## src/rtl/spike_rate_encoder.sv

```systemverilog
module spike_rate_encoder #(
  parameter int unsigned NUM_STEPS = 16,
  parameter logic [15:0] LFSR_SEED = 16'hACE1
) (
  input  logic       clk,
  input  logic       rst_n,
  input  logic       in_valid,
  output logic       in_ready,
  input  logic [7:0] in_intensity,
  input  logic       step_en,
  input  logic       flush,
  output logic       spike_out,
  output logic [7:0] step_idx,
  output logic       busy,
  output logic       frame_done
);

  typedef enum logic [0:0] {
    IDLE = 1'b0,
    RUN  = 1'b1
  } state_t;

  localparam logic [15:0] SEED      = (LFSR_SEED == 16'h0000) ? 16'h0001 : LFSR_SEED;
  localparam logic [7:0]  LAST_STEP = 8'(NUM_STEPS - 1);

  state_t      state;
  logic [15:0] lfsr;
  logic [15:0] lfsr_nx;
  logic [7:0]  intensity;
  logic [7:0]  counter;

  always_comb begin
    lfsr_nx  = (lfsr >> 1) ^ (lfsr[0] ? 16'hB400 : 16'h0000);
    in_ready = (state == IDLE);
    busy     = (state == RUN);
  end

  always_ff @(posedge clk or negedge rst_n) begin
    if (!rst_n) begin
      state      <= IDLE;
      lfsr       <= SEED;
      intensity  <= '0;
      counter    <= '0;
      spike_out  <= 1'b0;
      step_idx   <= '0;
      frame_done <= 1'b0;
    end else if (flush) begin
      state      <= IDLE;
      spike_out  <= 1'b0;
      counter    <= '0;
      frame_done <= 1'b0;
    end else begin
      frame_done <= 1'b0;
      spike_out  <= 1'b0;
      case (state)
        IDLE: begin
          if (in_valid) begin
            intensity <= in_intensity;
            counter   <= '0;
            state     <= RUN;
          end
        end
        RUN: begin
          if (step_en) begin
            lfsr      <= lfsr_nx;
            spike_out <= (lfsr_nx[7:0] < intensity);
            step_idx  <= counter;
            counter   <= counter + 8'd1;
            if (counter == LAST_STEP) begin
              state      <= IDLE;
              frame_done <= 1'b1;
            end
          end
        end
        default: state <= IDLE;
      endcase
    end
  end

endmodule
```

## config.mk

```make
export PLATFORM = sky130hd
export DESIGN_NAME = spike_rate_encoder
export DESIGN_NICKNAME = d
export VERILOG_FILES = /design/src/rtl/spike_rate_encoder.sv
export SDC_FILE = /design/constraint.sdc
export NUM_CORES = 1
export LEC_CHECK = 0
export ABC_CLOCK_PERIOD_IN_PS = 1600
export BUFFER_PORTS_ARGS = -buffer_cell sky130_fd_sc_hd__buf_4
export CAP_MARGIN = 10
export CORE_MARGIN = 1.5
export CORE_UTILIZATION = 57
export DETAILED_ROUTE_END_ITERATION = 8
export GPL_TIMING_DRIVEN = 0
export PLACE_DENSITY = 0.79
export SLEW_MARGIN = 10
export SYNTH_ARGS = -nofsm -noshare
export SYNTH_HDL_FRONTEND = slang
export SYNTH_SLANG_ARGS = --single-unit
```

## constraint.sdc

```tcl
create_clock -name clk -period 1.6 [get_ports clk]
set_input_delay 0.08 -clock clk [delete_from_list [all_inputs] [get_ports clk]]
set_output_delay 0.08 -clock clk [all_outputs]
set_load 0.02 [all_outputs]
```

==> metrics <==
final setup fails=0; Yosys Warn Count=0; Placement Setup Slack=0.0586 ns; post-synthesis sequential area ratio=0.542; Port Buffers=22; Worst slew margin=0.654; # H-tree levels=2; Mapped Area=2000 um^2; Clk Latency, worst-skew pair=0.36 ns; Area growth syn-to-layout=22.5%; Die Span Y=62.3 um; RePlAce Congestion=0.761; initial antenna violation count=0; leak pwr=0.00120 uW; largest net degree at the start of global routing=44; CTS tree=done; Core ar.=3360 um^2; number of global-route vias before repair=1346; Avg WL per Cell=14.5 um; Max Freq=659 MHz; DRT antenna net count=0; min-delay worst type=in2reg; ranking of synthesized cells by area=dfrtp_1 44%, mux2_2 17%, dfstp_2 10%; Async SR Flop Fraction=1.00; predominant post-synthesis flop cell=dfrtp_1; First DRT Iteration DRCs=37; Syn Inst Count=160; post-CTS setup buffer count=0; CP required=1.90 ns; final WL=3.57 mm; final hold violation count=0; peak supply drop=0.000475 V; grt ovf=0; Num CTS Buffers=5; Initial Utilization=0.596; RSZ-0062 raised after global routing=false; R2R setup slack=0.08 ns; Worst Clk Skew=0.00899 ns; CTS Sinks=43; post-synthesis cell type count=36; max_cap viols=0; post-route setup slack=0.0830 ns; Nets=221; CTS Root Cell=clkbuf_4; die width=62.3 um; GRT Total Usage=0.202; synthesized flop and latch total=43; power per cell area=927 nW/um^2; Tightest Pin Transition=0.519 ns; # DRC=0; Setup CP Type=reg2reg; EDFF count, synth=0; Final Hold Slack=0.162 ns; Yosys top cell area share=0.437; Fin Setup TNS=0 ns; largest buffer count on any clock path=2; Final HPWL DP=2.43 mm; Clk pin slew, worst setup/hold paths=0.13 ns; # fillers=238; Ports=25; Tcrit/Tclk final=0.948; n_diodes=0; first-pass GRT wire length=6.13 mm; Final Max Tran Viols=0; Rows=21; Mean Syn Cell Area=12.5 um^2; Tmin final=1.52 ns; drt pass-1 iters=4; Vias/cell=5.42; Critical Path End Type=register; Yosys top cell by area=dfrtp_1; layout cells sized above 1=0.388; syn nets=181; area of the die=3880 um^2; crit-path max FO=3; outcome=complete, no violations; WP data arrival=1.82 ns; Via Count=1338; Startpoint Class=register
metal layers:
metal  track usage  wire [um]  vias up
li1              -          -      649
met1         0.259       1590      656
met2         0.341       1790       28
met3        0.0525        145        5
met4        0.0583         48        0
met5             0          0        -
kinds of logic after synthesis:
kind of cell,count (synthesis),share of synthesized area
AO/OA/AOI/OAI,24,0.0774
XOR/XNOR,5,0.0219
adder cells (fa/ha/maj),8,0.0499
buffers and inverters,17,0.0449
flip-flops,43,0.542
multiplexers,30,0.169
AND/OR/NAND/NOR,33,0.0955
cells in the mapped netlist (2+ instances only):
library cell,count
nand4_1,3
buf_6,2
a21o_1,2
or3_1,2
xnor2_1,3
nand2b_1,2
mux2_2,30
inv_1,11
ha_1,8
a21oi_1,7
nor2_1,5
nand3_1,5
o21ai_0,6
dfstp_2,8
dfrtp_1,35
buf_4,3
xor2_1,2
nor3b_1,3
nand2_1,6
final timing paths:
path | cells past startpoint | endpoint | start
setup / recovery | 4 | spike_out$_DFF_PN0_ | lfsr[6]$_DFFE_PN1P_
hold / removal | 4 | counter[0]$_DFFE_PN0P_ | step_en
setup reg to reg | 4 | spike_out$_DFF_PN0_ | lfsr[6]$_DFFE_PN1P_
hold reg to reg | 2 | lfsr[10]$_DFFE_PN1P_ | lfsr[10]$_DFFE_PN1P_
max in group asynchronous | 2 | lfsr[11]$_DFFE_PN1P_ | rst_n
min in group asynchronous | 2 | intensity[0]$_DFFE_PN0P_ | rst_n
through the flow:
stage | area (um^2) | util | total power [uW] | cells
after floorplan | 2000 | - | 1330 | 160
after global placement | 2230 | 0.662 | 1410 | 228
after detailed placement | 2230 | 0.662 | 1430 | 228
after CTS | 2440 | 0.726 | 2300 | 247
after global routing | 2450 | 0.730 | 2380 | 247
final | 2450 | 0.730 | 2270 | 247
registers in the layout (all words and copies together) (netlist names):
register	count
spike_out	1
lfsr	16
intensity	8
frame_done	1
busy	1
counter	8
step_idx	8
repair_timing:
action                     4_1_cts  5_1_grt
resized for setup                0        4
hold endpoints to repair        49        0
hold buffers                    11        0
setup endpoints to repair        0       10
layout make-up:
cell class | instances | area (um^2) | area share
well taps | 46 | 57.6 | 0.0234
multi-input cells | 100 | 840 | 0.342
repair buffers | 33 | 275 | 0.112
plain buffers | 6 | 50.0 | 0.0204
clock inverters | 3 | 67.6 | 0.0275
clock buffers | 5 | 37.5 | 0.0153
flip-flops and latches | 43 | 1090 | 0.442
inverters | 11 | 41.3 | 0.0168
placed cells by master, fill, tap and decap left out, drive strengths merged, types with 2 or more instances in the layout:
cell	n
clkbuf	6
dfstp	8
nand2	6
inv	11
xnor2	3
dlygate4sd3	11
nand2b	2
mux2	30
o21ai	6
ha	8
nor2	6
nor3b	3
or3	2
bufinv	2
dfrtp	35
nand4	4
buf	27
nand3	5
a21oi	7
xor2	2
a21o	2
power breakdown:
part | total (uW) | internal (uW) | switching (uW) | leakage, uW
registers | 1170 | 1140 | 31.2 | 0.000550
clock network | 845 | 486 | 359 | 0.0000514
logic | 260 | 134 | 127 | 0.000594
worst max-delay path, stage by stage, from the launching register on:
cell and delay (ns):
dfstp_2 0.56, ha_1 0.25, a21o_1 0.21, a311oi_2 0.27
o31a_1 0.17
No activity file was read; power rests on OpenSTA's default activity.
